[config.mk]
export PLATFORM = sky130hd
export DESIGN_NAME = fetch_stage
export DESIGN_NICKNAME = d
export VERILOG_FILES = /design/src/rtl/fetch_stage.sv
export SDC_FILE = /design/constraint.sdc
export NUM_CORES = 1
export LEC_CHECK = 0
export CAP_MARGIN = 20
export CORE_ASPECT_RATIO = 0.6
export CORE_MARGIN = 8
export CORE_UTILIZATION = 40
export DETAILED_ROUTE_END_ITERATION = 10
export PLACE_DENSITY = 0.65
export SETUP_SLACK_MARGIN = 0.15
export SYNTH_ARGS = -nofsm -noshare
export SYNTH_HDL_FRONTEND = slang
export SYNTH_SLANG_ARGS = --single-unit
[constraint.sdc]
create_clock -name clk -period 2.8 [get_ports clk]
set_clock_uncertainty 0.15 [all_clocks]
set_input_delay 0.42 -clock clk [delete_from_list [all_inputs] [get_ports clk]]
set_output_delay 0.42 -clock clk [all_outputs]
set_load 0.01 [all_outputs]
[src/rtl/fetch_stage.sv]
// Instruction fetch stage: owns the PC, issues word fetches over req/ack, feeds the IF/ID register.
// Latency: 1 clock from imem_ack to DatoInstrD/DatoPCPlus4/valid; N-wait memory yields N bubbles first.
// Backpressure: stall freezes outputs; an ack arriving under stall is parked in a one-entry hold buffer.
module fetch_stage #(
    parameter logic [31:0] RESET_PC = 32'h0000_0000,
    parameter logic [31:0] NOP      = 32'h0000_0000
) (
    input  logic        clk,
    input  logic        rst,
    input  logic        stall,
    input  logic        redirect,
    input  logic [31:0] redirect_pc,
    output logic        imem_req,
    output logic [31:0] imem_addr,
    input  logic        imem_ack,
    input  logic [31:0] imem_rdata,
    output logic [31:0] DatoPCPlus4,
    output logic [31:0] DatoInstrD,
    output logic        valid,
    output logic [31:0] pc
);

    typedef enum logic [1:0] {
        S_FETCH = 2'd0,   // request outstanding at pc_q
        S_HOLD  = 2'd1,   // fetched word parked while stalled, no request
        S_DRAIN = 2'd2    // waiting out an abandoned request at req_addr_q
    } state_e;

    state_e      state_q, state_d;
    logic [31:0] pc_q, pc_d;
    logic [31:0] req_addr_q, req_addr_d;
    logic [31:0] buf_instr_q, buf_instr_d;
    logic [31:0] buf_pc4_q, buf_pc4_d;
    logic [31:0] instr_q, instr_d;
    logic [31:0] pc4_q, pc4_d;
    logic        valid_q, valid_d;

    logic        advance;
    logic [31:0] target;
    logic [31:0] pc_plus4;

    // The IF/ID register only captures when the hazard unit is not stalling.
    assign advance  = ~stall;
    // Targets are word aligned; the low two bits are ignored.
    assign target   = redirect_pc & 32'hFFFF_FFFC;
    // Wraps modulo 2^32 with no overflow indication.
    assign pc_plus4 = pc_q + 32'd4;

    // Memory interface: a request is open in FETCH and DRAIN; DRAIN keeps the abandoned address stable.
    always_comb begin
        imem_req  = (state_q == S_FETCH) || (state_q == S_DRAIN);
        imem_addr = (state_q == S_DRAIN) ? req_addr_q : pc_q;
    end

    // Next-state and output-register update; redirect beats ack, ack beats stall.
    always_comb begin
        state_d     = state_q;
        pc_d        = pc_q;
        req_addr_d  = req_addr_q;
        buf_instr_d = buf_instr_q;
        buf_pc4_d   = buf_pc4_q;
        instr_d     = instr_q;
        pc4_d       = pc4_q;
        valid_d     = valid_q;

        case (state_q)
            S_FETCH: begin
                if (redirect) begin
                    // Same-cycle data belongs to the wrong path and is dropped.
                    pc_d = target;
                    if (!imem_ack) begin
                        req_addr_d = pc_q;
                        state_d    = S_DRAIN;
                    end
                    if (advance) begin
                        instr_d = NOP;
                        valid_d = 1'b0;
                    end
                end else if (imem_ack) begin
                    pc_d = pc_plus4;
                    if (advance) begin
                        instr_d = imem_rdata;
                        pc4_d   = pc_plus4;
                        valid_d = 1'b1;
                    end else begin
                        buf_instr_d = imem_rdata;
                        buf_pc4_d   = pc_plus4;
                        state_d     = S_HOLD;
                    end
                end else if (advance) begin
                    // Waiting on memory: emit a bubble, PC+4 output keeps its last value.
                    instr_d = NOP;
                    valid_d = 1'b0;
                end
            end

            S_HOLD: begin
                if (redirect) begin
                    // Parked word is on the wrong path; it is simply never emitted.
                    pc_d    = target;
                    state_d = S_FETCH;
                    if (advance) begin
                        instr_d = NOP;
                        valid_d = 1'b0;
                    end
                end else if (advance) begin
                    instr_d = buf_instr_q;
                    pc4_d   = buf_pc4_q;
                    valid_d = 1'b1;
                    state_d = S_FETCH;
                end
            end

            S_DRAIN: begin
                // A later redirect only retargets the PC; the old request must still complete.
                if (redirect) begin
                    pc_d = target;
                end
                // Response to the abandoned request is discarded; the PC already holds the target.
                if (imem_ack) begin
                    state_d = S_FETCH;
                end
                if (advance) begin
                    instr_d = NOP;
                    valid_d = 1'b0;
                end
            end

            default: begin
                state_d = S_FETCH;
            end
        endcase
    end

    // State registers; reset opens a fetch at RESET_PC and clears all outputs and buffers.
    always_ff @(posedge clk or negedge rst) begin
        if (!rst) begin
            state_q     <= S_FETCH;
            pc_q        <= RESET_PC;
            req_addr_q  <= 32'h0000_0000;
            buf_instr_q <= 32'h0000_0000;
            buf_pc4_q   <= 32'h0000_0000;
            instr_q     <= NOP;
            pc4_q       <= 32'h0000_0000;
            valid_q     <= 1'b0;
        end else begin
            state_q     <= state_d;
            pc_q        <= pc_d;
            req_addr_q  <= req_addr_d;
            buf_instr_q <= buf_instr_d;
            buf_pc4_q   <= buf_pc4_d;
            instr_q     <= instr_d;
            pc4_q       <= pc4_d;
            valid_q     <= valid_d;
        end
    end

    // Registered outputs toward IF/ID and the debug PC.
    always_comb begin
        DatoInstrD  = instr_q;
        DatoPCPlus4 = pc4_q;
        valid       = valid_q;
        pc          = pc_q;
    end

endmodule

---- Word-level counts from Yosys, hierarchy flattened ----
Index checks and enable logic that the tools add are counted.
word-level totals
  logic and storage cells ................. 69
  flip-flop bits (word level) ............. 195
  output and inout port bits .............. 130
operators by class
  multiplexer cells ....................... 32
  add/sub/neg operators ................... 1
  equality and inequality tests ........... 14
  bitwise gates (word level) .............. 2
  reduce and logical (&&, ||, !) cells .... 12
operators with widths
  operator                                       number
  2-to-1 mux 32 bit                              15
  case mux 32 bit (2 select lines)               2
  case mux 32 bit (3 select lines)               1
  adder 32 x 3 -> 32 bit, second input constant  1
  2-to-1 mux 2 bit                               7
  != test 2 bit, second input constant           6
  != test 3 bit, second input constant           4
  AND reduction 3 bit                            3
  case mux 2 bit (3 select lines)                1
  AND reduction 6 bit                            1
  2-to-1 mux 1 bit                               5
  AND reduction 5 bit                            1
  != test 4 bit, second input constant           1
  AND reduction 4 bit                            1
  nonzero test 2 bit                             2
  case mux 1 bit (3 select lines)                1
  nonzero test 3 bit                             1
  == test 2 x 1 -> 1 bit, second input constant  1
  == test 2 bit, second input constant           1
  zero test 2 bit                                1
  != test 2 x 1 -> 1 bit, second input constant  1
  inverter 1 bit                                 2
  OR reduction 2 bit                             1
  logical OR 1 bit                               1

---- Depth between registers and ports, before layout ----
  word-level depth ........................ 5
  mapped depth ............................ 9
  mapped depth without buffers ............ 7

---- Least setup slack after synthesis ----
Ideal clock, no wire load.
  path kind ............................... register to register
  start ................................... register pc_q[3], in the netlist pc[3]
  end ..................................... register pc4_q[18], in the netlist DatoPCPlus4[18]
  buffers on the path ..................... 1
  arrival ................................. 1883 ps
  stages on the path, launching flop included .. 8
  path slack .............................. 636 ps
  data required time ...................... 2519 ps
  clock period less this slack ............ 2164 ps
  path through ............................ dfrtp_1 -> ha_1 -> nand4_4 -> or2_4 -> buf_6 -> o31a_1 -> o31ai_1 -> o21ai_1
on the way
  word-level cells in the longest chain between the ends .. 5
RTL lines
  what                              line  text
  start: declaration                30    logic [31:0] pc_q, pc_d;
  start signal: assignment          148   pc_q <= pc_d;
  adder 32 x 3 -> 32 bit            47    assign pc_plus4 = pc_q + 32'd4;
  2-to-1 mux 32 bit                 81    if (advance) begin
  2-to-1 mux 32 bit                 79    end else if (imem_ack) begin
  2-to-1 mux 32 bit                 68    if (redirect) begin
  case mux 32 bit (2 select lines)  66    case (state_q)
  end signal: assignment            153   pc4_q <= pc4_d;
  end: declaration                  35    logic [31:0] pc4_q, pc4_d;
Every way passes these cells. The select of a mux whose other input is x is not followed.
A chain may end at the register's enable or synchronous reset.

---- Worst setup path in the final report ----
  start ................................... register state_q[0]
  end ..................................... output port imem_addr[7]
on the way
  word-level cells in the longest chain between the ends .. 2
RTL lines
  what                      line  text
  start: declaration        29    state_e state_q, state_d;
  start signal: assignment  147   state_q <= state_d;
  == test 2 bit             52    imem_addr = (state_q == S_DRAIN) ? req_addr_q : pc_q;
  2-to-1 mux 32 bit         52
  end: declaration          14    output logic [31:0] imem_addr,
Every way passes these cells.

==> metrics <==
status=complete, no violations; Setup CP Type=reg -> out; Slew @ Worst Pin=0.8314 ns; clock tree buffer depth=2; Critical Path Start Type=flip-flop; ys async rst share=100.0%; vias per std cell=between 5 and 6; initial antenna violation count=1; RSZ-0062 raised after global routing=true; Synth warnings=0; nets@finish=1178; n_diodes=0; CTS H-tree depth=4; number of global-route vias before repair=7633; Slew HR=44.57%; root buf cell=clkbuf_16; Inserted Clock Buffers=17; PwrDens=roughly 1200 nW/µm²; clk_lat worst skew=0.44 ns; Gate Count Post-Synth=approximately 910; DRT Pass-1 Iters=5; num ports=199; first-pass GRT wire length=roughly 46000 µm; Max-Cap Viols=0; RR Endpoint=pc[23]; clk sink count=approximately 190; Final Setup Violations=0; Max Slew Vio Count=0; die height=around 130 µm; hold worst-path end=DatoInstrD[9]; Setup TNS Final=0 ns; Synth cell types=54; Core Box Area=roughly 23000 µm²; Worst Reg-to-Reg Cells=7; crit path DAT=about 2.1 ns; grt ovf=0; Routed wire per std cell=20.41 µm; worst hold path depth=2; Max VDD drop=0.0006090 V; row count=43; Final Hold Viols=0; placed insts=1382; most common cell after layout, fill and taps aside=dfrtp_1; DR vias=7793; width of the die=212.4 µm; Seq cells post-synth=between 150 and 200; multi-input combinational cell area=4194 µm²; maximum clock rate=~380 MHz; CTS tree=done; Synth-to-Final Area Change=34.12%; GRT Overall Usage=about 20%; Min-Delay Startpoint=DatoInstrD[9]; Hold WC Path Type=reg -> reg; commonest non-fill, non-tap cells in the layout=dfrtp_1, clkdlybuf4s50_1, nand2_1; clock transition at the registers of the reported paths=0.07 ns; Synth Cell Area=between 9000 and 10000 µm²; Leak=approximately 5.2 nW; Hold WS=0.3250 ns; Final HPWL DP=20600 µm; layout cells sized above 1=19.25%; IO buf count=190; largest net degree at the start of global routing=67; Critical R2R Launch=state_q[1]; Final Instance Count excl. Fillers=1432; total power=0.01459 W; Tmin final=2.634 ns; Final Cycle Share=between 90% and 100%; CP required=2.23 ns; register area=4679 µm²; DRC viols=0; crit path max fanout=7; Starting Density=40.39%; WL final=29230 µm; dpl cell area=11650 µm²; Die ar.=28420 µm²; mean post-synth cell area=10.16 µm²; 1st-iter DRT viols=584; fill count=2077; R2R Setup Slk=around 0.33 ns; crit end category=primary output; share of the yosys chip area belonging to registers=50.55%; Finished Cell Area=12410 µm²; Primary FF master, synth=dfrtp_1; Post-DRT Antenna Nets=0; Post-synth EDFFs=0; GP Congestion=a little under 0.9
cell usage after synthesis, types with 2 or more instances:
library cell    n  area share (%)
and3_1          9            0.61
nor4_1          7            0.47
xnor2_1         9            0.85
nor2_1         39             1.6
xor2_1         16             1.5
and2_1          2            0.14
nor2b_1         5            0.34
o31a_1          2            0.19
nand3_1        26             1.4
o21ai_0        92             5.0
a2bb2oi_1      14             1.3
nand4_1        16             1.1
or2_2           3            0.20
nand3_4         2            0.38
mux2_2         93              11
or4_4           2            0.24
o21ai_1         4            0.22
a31oi_1         4            0.27
a22o_1          7            0.66
dfrtp_1       187              51
a21oi_1        51             2.8
mux2i_1         5            0.54
inv_1           9            0.36
clkbuf_1       50             2.0
buf_1           3            0.12
buf_2          19             1.0
buf_4           8            0.65
nand2b_1        2            0.14
nor3_1          8            0.43
or3_1           4            0.27
o211ai_1        3            0.24
a21o_1          3            0.24
and4_1          2            0.19
a22oi_1        40             3.2
o22ai_1        28             1.9
ha_1            5            0.68
o31ai_1         2            0.16
buf_6           5            0.61
o22a_1          3            0.28
nand2_1       108             4.4
worst max-delay path by stage:
stage | slack (ns) | cells after the start | endpoint | startpoint
after floorplan | 0.64 | 7 | DatoPCPlus4[18] | pc[3]
after global placement | 0.06 | 5 | DatoInstrD[23] | redirect
after detailed placement | -0.04 | 5 | DatoInstrD[27] | redirect
after CTS | 0.02 | 5 | imem_addr[11] | state_q[0]
after global routing | 0.1 | 6 | imem_addr[7] | state_q[0]
final | 0.17 | 6 | imem_addr[7] | state_q[0]
report_power, final:
| group | internal [W] | switching (W) | leakage, nW | total (W) |
|---|---|---|---|---|
| registers | 0.00397 | 0.00112 | 2.27 | 0.00509 |
| logic | 0.00355 | 0.00349 | 2.64 | 0.00704 |
| clock network | 0.00133 | 0.00112 | 0.284 | 0.00246 |
| total | 0.00886 | 0.00573 | 5.20 | 0.0146 |
layout make-up:
type / instances / share of cell area [%]
clock inverters: 15 / 1.320
well taps: 315 / 3.175
multi-input cells: 634 / 33.78
flip-flops and latches: 187 / 37.69
repair buffers: 255 / 20.33
clock buffers: 17 / 3.427
inverters: 9 / 0.2721
per-layer routing:
layer / global-route usage (%) / vias up / routed length, µm
met1: 29.75 / 3834 / 13980
met5: 0 / - / 10
met4: 3.972 / 2 / 286
li1: - / 3654 / -
met2: 28.69 / 277 / 12140
met3: 7.689 / 26 / 2817
sequential cells by signal (all words and copies together) (netlist names):
signal and count:
buf_pc4_q 30, valid 1, DatoPCPlus4 30, pc 30, state_q 2, req_addr_q 30, DatoInstrD 32, buf_instr_q 32
per-stage QoR:
step           utilization (%)  setup WS [ns]
2_1_floorplan                -         0.6359
3_3_place_gp             50.81        0.06432
5_1_grt                  54.17        0.09626
4_1_cts                  53.71        0.01610
3_5_place_dp             50.81       -0.03687
6_report                 54.17         0.1655
logic make-up (layout without fill, tap and decap cells):
| group | after synthesis | count (layout) | synth area share (%) |
|---|---|---|---|
| buffers and inverters | 95 | 296 | 4.853 |
| other | 1 | 6 | 0.04051 |
| AND/OR/NAND/NOR | 242 | 242 | 12.75 |
| XOR/XNOR | 25 | 25 | 2.366 |
| multiplexers | 98 | 98 | 11.85 |
| flip-flops | 187 | 187 | 50.55 |
| adder cells (fa/ha/maj) | 5 | 5 | 0.6759 |
| AO/OA/AOI/OAI | 258 | 258 | 16.91 |
worst max-delay path: stages, from the launching register on:
cell,delay [ns]
dfrtp_1,0.39
inv_2,0.08
ha_4,0.24
clkbuf_16,0.20
buf_4,0.11
mux2_2,0.31
dlygate4sd2_1,0.29
timing repair:
action	4_1_cts	5_1_grt
setup endpoints to repair	31	39
gates resized for setup	23	20
setup buffers	7	8
gates cloned	1	1
hold buffers	1	0
hold endpoints to repair	61	0
Power figures use the tool's default switching activity.
